**config.mk**
```make
export PLATFORM = sky130hd
export DESIGN_NAME = fupconvert
export DESIGN_NICKNAME = d
export VERILOG_FILES = /design/src/rtl/fupconvert.sv
export SDC_FILE = /design/constraint.sdc
export NUM_CORES = 2
export LEC_CHECK = 0
export ABC_AREA = 1
export CAP_MARGIN = 20
export CORE_ASPECT_RATIO = 1.5
export CORE_MARGIN = 10
export CORE_UTILIZATION = 45
export DETAILED_ROUTE_END_ITERATION = 7
export GPL_ROUTABILITY_DRIVEN = 0
export GPL_TIMING_DRIVEN = 0
export MAX_ROUTING_LAYER = met4
export SYNTH_ARGS = -nofsm -noshare
export SYNTH_HDL_FRONTEND = slang
export SYNTH_SLANG_ARGS = --single-unit
```
**constraint.sdc**
```tcl
create_clock -name clk -period 7.5 [get_ports clk]
set_clock_uncertainty 0.05 [all_clocks]
set_input_delay 1.125 -clock clk [delete_from_list [all_inputs] [get_ports clk]]
set_output_delay 1.125 -clock clk [all_outputs]
set_load 0.05 [all_outputs]
```
**src/rtl/fupconvert.sv**
```systemverilog
// ============================================================================
// fupconvert : I/Q pair framing, LO mixing and saturating 16-bit DAC output
// Revision   : 1.0
// ============================================================================
`default_nettype none

module fupconvert #(
  parameter int out_dw = 16
) (
  input  logic                     clk,
  input  logic                     rst,
  input  logic signed [15:0]       iq_data,
  input  logic                     iq_gate,
  input  logic                     iq_trig,
  input  logic signed [17:0]       cosd,
  input  logic signed [17:0]       sind,
  input  logic                     err_clear,
  output logic signed [out_dw-1:0] d_out,
  output logic                     d_valid,
  output logic                     time_err,
  output logic [7:0]               err_cnt
);

  localparam logic signed [34:0] c_pos_lim = 35'sd32767;
  localparam logic signed [34:0] c_neg_lim = -35'sd32768;

  // Framing state and pair staging
  logic               prev_trig_q;
  logic               icap_q;
  logic               armed_q;
  logic signed [15:0] i_stage_q;
  logic signed [15:0] pair_iv_q, pair_iv_d;
  logic signed [15:0] pair_qv_q, pair_qv_d;
  logic               pair_ok_q, pair_ok_d;

  // Mixing pipeline
  logic signed [17:0] cos_q, sin_q;
  logic signed [33:0] prod_ic_q, prod_qs_q;
  logic               ok1_q;
  logic signed [34:0] diff_q;
  logic               ok2_q;
  logic signed [15:0] d_out_q, d_out_d;
  logic               d_valid_q;

  logic               time_err_q;
  logic [7:0]         err_cnt_q, err_cnt_d;

  logic               w_fault;
  logic signed [34:0] w_shift;
  logic signed [33:0] w_prod_ic, w_prod_qs;

  assign w_fault   = armed_q && ((iq_trig == prev_trig_q) || !iq_gate);
  assign w_prod_ic = 34'(pair_iv_q) * 34'(cos_q);
  assign w_prod_qs = 34'(pair_qv_q) * 34'(sin_q);
  assign w_shift   = diff_q >>> 17;

  always_comb begin
    pair_iv_d = pair_iv_q;
    pair_qv_d = pair_qv_q;
    pair_ok_d = pair_ok_q;
    // A Q slot is a low trig directly after a high one; an ungated slot zeroes the pair
    if (!iq_trig && prev_trig_q) begin
      if (icap_q && iq_gate) begin
        pair_iv_d = i_stage_q;
        pair_qv_d = iq_data;
        pair_ok_d = 1'b1;
      end else begin
        pair_iv_d = '0;
        pair_qv_d = '0;
        pair_ok_d = 1'b0;
      end
    end

    if (w_shift > c_pos_lim) begin
      d_out_d = 16'sh7FFF;
    end else if (w_shift < c_neg_lim) begin
      d_out_d = -16'sh8000;
    end else begin
      d_out_d = w_shift[15:0];
    end

    err_cnt_d = err_cnt_q;
    if (err_clear) begin
      err_cnt_d = '0;
    end else if (w_fault && (err_cnt_q != 8'hFF)) begin
      err_cnt_d = err_cnt_q + 8'd1;
    end
  end

  always_ff @(posedge clk) begin
    if (rst) begin
      prev_trig_q <= 1'b0;
      icap_q      <= 1'b0;
      armed_q     <= 1'b0;
      i_stage_q   <= '0;
      pair_iv_q   <= '0;
      pair_qv_q   <= '0;
      pair_ok_q   <= 1'b0;
      cos_q       <= '0;
      sin_q       <= '0;
      prod_ic_q   <= '0;
      prod_qs_q   <= '0;
      ok1_q       <= 1'b0;
      diff_q      <= '0;
      ok2_q       <= 1'b0;
      d_out_q     <= '0;
      d_valid_q   <= 1'b0;
      time_err_q  <= 1'b0;
      err_cnt_q   <= '0;
    end else begin
      prev_trig_q <= iq_trig;
      icap_q      <= iq_trig && iq_gate;
      if (iq_trig && iq_gate) begin
        armed_q   <= 1'b1;
        i_stage_q <= iq_data;
      end
      pair_iv_q   <= pair_iv_d;
      pair_qv_q   <= pair_qv_d;
      pair_ok_q   <= pair_ok_d;
      cos_q       <= cosd;
      sin_q       <= sind;
      prod_ic_q   <= w_prod_ic;
      prod_qs_q   <= w_prod_qs;
      ok1_q       <= pair_ok_q;
      diff_q      <= 35'(prod_ic_q) - 35'(prod_qs_q);
      ok2_q       <= ok1_q;
      d_out_q     <= d_out_d;
      d_valid_q   <= ok2_q;
      time_err_q  <= w_fault;
      err_cnt_q   <= err_cnt_d;
    end
  end

  assign d_out    = d_out_q;
  assign d_valid  = d_valid_q;
  assign time_err = time_err_q;
  assign err_cnt  = err_cnt_q;

endmodule

`default_nettype wire

```
==> results.tsv <==
stage	metric	value	unit
drt	wl_per_cell	18.1	um
global_route	grt_usage	0.244	
clocking	cts_tree	yes	
sta	min_period	7.13	ns
yosys	synth-adder-area-share	0.455	
worst_setup_path	regToRegStartpoint	pair_iv_q[6]	
sta	setup_ws	0.372	ns
yosys	synth_nets	5013	
clocking	post_cts_buffers	0	
yosys	yosys.area_share.simple	0.186	
sta	fin_hold_ws	0.360	ns
sta	worst_slew_pin_slew	1.07	ns
drt	drt-initial-drc-count	1173	
worst_setup_path	critical-path-top-delay-family	adder cells	
clocking	cts_made_buffers	26	
pwr	ir_worst_vdd	0.150	mV
global_route	grt_pass1_vias	27100	
clocking	h-tree-depth	1	
flow_run	timing.max_cap.violations	0	
sta	relSlewSlack	0.288	
worst_setup_path	critical_path_arrival	7.52	ns
floorplanning	initial_core_util	0.453	
hold_path	hold_path.class	register to register	
yosys	avgSynthCellArea	7.49	sq um
clocking	cts_sinks	202	
pwr	power	0.00291	W
worst_setup_path	crit_path_cell_trace	clkbuf_1 > clkbuf_2 > nand2_1 > fa_1 > inv_1 > fa_1 > inv_1 > fa_1 > fa_1 > inv_1 > fa_1 > inv_1 > fa_1 > inv_1 > ha_1 > nand2_1 > nor2_1 > inv_1 > nor2_1 > and3_1 > nand2_1 > nand3_1 > nor2_1 > nor2_1	
drt	first_pass_iters	6	
floorplanning	io_pins	83	
global_route	grt_pass1_wl	149	mm
sta	drv_slew	0	
clocking	cts_buffer_depth	3	
drt	wirelength	94.0	mm
pwr	powerDensity	85.4	nW/um^2
sta	fin_crit_sh	0.950	
cells_and_area	final_common_cell	inv_1	
drt	ant_nets	0	
place	portBuffers	82	
drt	drc_errors	0	
run_status	status	complete, no violations	
yosys	synth.area.mux_share	0	
clocking	clk_pin_slew_worst_paths	0.06	ns
worst_setup_path	cp-end-kind	register	
global_route	grt_overflow	0	
yosys	synth_compound_area_frac	0.0605	
sta	setup_viol	0	
sta	hold_viol_final	0	
global_route	grt_max_degree	15	
yosys	yosys_warnings	0	
floorplanning	die_y	343	um
worst_setup_path	worstPathBufferInverterCount	8	
worst_setup_path	max_stage_delay	0.74	ns
floorplanning	core	68900	sq um
worst_setup_path	cp-start-kind	register	
hold_path	holdCritStartpoint	ok2_q	
drt	via_count	25500	
clocking	clock_latency	0.57	ns
yosys	synth_seq_area_share	0.130	
worst_setup_path	crit_start	pair_iv_q[6]	
place	dpl_worst_slack	-0.0199	ns
yosys	synth-seq-cells	202	
clocking	cts_root_buf	clkbuf_16	
yosys	synth.distinct_cells	42	
cells_and_area	most-common-layout-cells	1203 x inv_1, 992 x nand2_1, 580 x fa_1	
cells_and_area	area_growth	9.21	%
cells_and_area	num-fill-cells	6981	
drt	via_per_inst	4.90	
pwr	power_leakage	19.9	nW
cells_and_area	drive_above_1_share	0.0177	
yosys	syn-cell-area	31200	sq um
sta	clock.fmax	0.140	GHz
floorplanning	core.rowCount	118	
yosys	synth_top_family_by_area	adder cells	
sta	rsz0062_at_grt	no	
floorplanning	dieArea	80500	sq um
worst_setup_path	worst-setup-path-type	register to register	
place	post-dp-hpwl	80.9	mm
cells_and_area	fin_nets	5123	
yosys	netlist_instances	4169	
worst_setup_path	critPathSlowestCell	fa_1	
global_route	antenna_found_initial	5	
worst_setup_path	cp.required	7.89	ns
floorplanning	die_w	235	um
worst_setup_path	cp_max_fo	10	
yosys	synth-xor-area-share	0.00561	
==> report_power, final <==
part | leakage (nW) | internal [W] | switching [W] | total, W
registers | 1.65 | 0.00112 | 0.0000222 | 0.00115
logic | 17.8 | 0.000134 | 0.000312 | 0.000446
clock network | 0.443 | 0.000768 | 0.000551 | 0.00132
total | 19.9 | 0.00203 | 0.000885 | 0.00291
==> area by class of cell <==
type                    instances  area, sq um  area share
diodes                          6         15.0    0.000440
plain buffers                 152          579      0.0170
clock buffers                  29          672      0.0197
clock inverters                19          233     0.00683
inverters                    1205         4520       0.133
multi-input cells            2609        22100       0.647
flip-flops and latches        202         4040       0.119
well taps                     900         1130      0.0330
repair buffers                 83          832      0.0244
==> logic make-up (layout without fill, tap and decap cells) <==
| logic type | count (synthesis) | after routing |
|---|---|---|
| AO/OA/AOI/OAI | 332 | 332 |
| XOR/XNOR | 20 | 20 |
| flip-flops | 202 | 202 |
| buffers and inverters | 1358 | 1488 |
| other | 0 | 6 |
| adder cells (fa/ha/maj) | 787 | 787 |
| AND/OR/NAND/NOR | 1470 | 1470 |
==> timing repair <==
action	4_1_cts	5_1_grt
resized for setup	1	2
endpoints found under the setup margin	2	4
pin swaps	0	0
hold buffers	0	0
==> registers in the layout, summed over array words and instances (netlist names), 8 cells and up <==
signal     count
d_out         16
prod_ic_q     34
sin_q         18
i_stage_q     16
err_cnt        8
pair_iv_q     16
diff_q        18
pair_qv_q     16
prod_qs_q     34
cos_q         18
==> worst reg2reg max path, stage by stage (launching register included) <==
cell and delay [ns]:
dfxtp_1 0.30, clkbuf_1 0.58, clkbuf_2 0.50, nand2_1 0.12, fa_1 0.50, inv_1 0.07, fa_1 0.74, inv_1 0.16
fa_1 0.45, fa_1 0.55, inv_1 0.05, fa_1 0.54, inv_1 0.05, fa_1 0.51, inv_1 0.05, ha_1 0.50
nand2_1 0.16, nor2_1 0.16, inv_1 0.07, nor2_1 0.15, and3_1 0.16, nand2_1 0.06, nand3_1 0.11, nor2_1 0.05
nor2_1 0.36
==> Yosys cell counts, drive strengths merged <==
master / count / area, sq um
a211oi: 1 / 7.51
a21boi: 7 / 56.3
a21o: 12 / 90.1
a21oi: 156 / 785
a22oi: 15 / 113
a31oi: 4 / 25.0
and2: 4 / 25.0
and3: 2 / 12.5
buf: 26 / 104
clkbuf: 127 / 477
clkinv: 2 / 7.51
dfxtp: 202 / 4040
fa: 580 / 11600
ha: 207 / 2590
inv: 1203 / 4520
nand2: 995 / 3740
nand2b: 1 / 6.26
nand3: 108 / 541
nand3b: 4 / 33.8
nand4: 9 / 56.3
nor2: 322 / 1220
nor3: 13 / 70.1
nor3b: 3 / 37.5
nor4: 4 / 31.3
o211ai: 1 / 12.5
o21a: 21 / 158
o21ai: 93 / 473
o21bai: 18 / 135
o32ai: 4 / 35.0
or2: 5 / 31.3
xnor2: 9 / 78.8
xor2: 11 / 96.3
==> stage by stage <==
step                 util  instance area, sq um  TNS (ns)  cells
finish              0.494                 34100         0   5205
global route        0.494                 34100         0   5204
CTS                 0.494                 34100         0   5200
detailed placement  0.481                 33200   -0.0214   5152
global placement    0.481                 33200    -0.124   5151
floorplan               -                 31200         0   4169
==> per-layer routing <==
layer | up-vias | wire length (um) | global-route usage
li1 | 12200 | - | -
met1 | 12300 | 32600 | 0.235
met2 | 671 | 50400 | 0.455
met3 | 294 | 3430 | 0.0215
met4 | 0 | 7640 | 0.174
met5 | - | 0 | -
==> worst paths after layout <==
check                           slack (ns)  cells past startpoint            end
worst max register to register        0.37                     24  prod_ic_q[29]
worst min-delay path                  0.36                      2        d_valid
worst max-delay path                  0.37                     24  prod_ic_q[29]
worst min register to register        0.36                      2        d_valid
No activity file was read; power rests on OpenSTA's default activity.
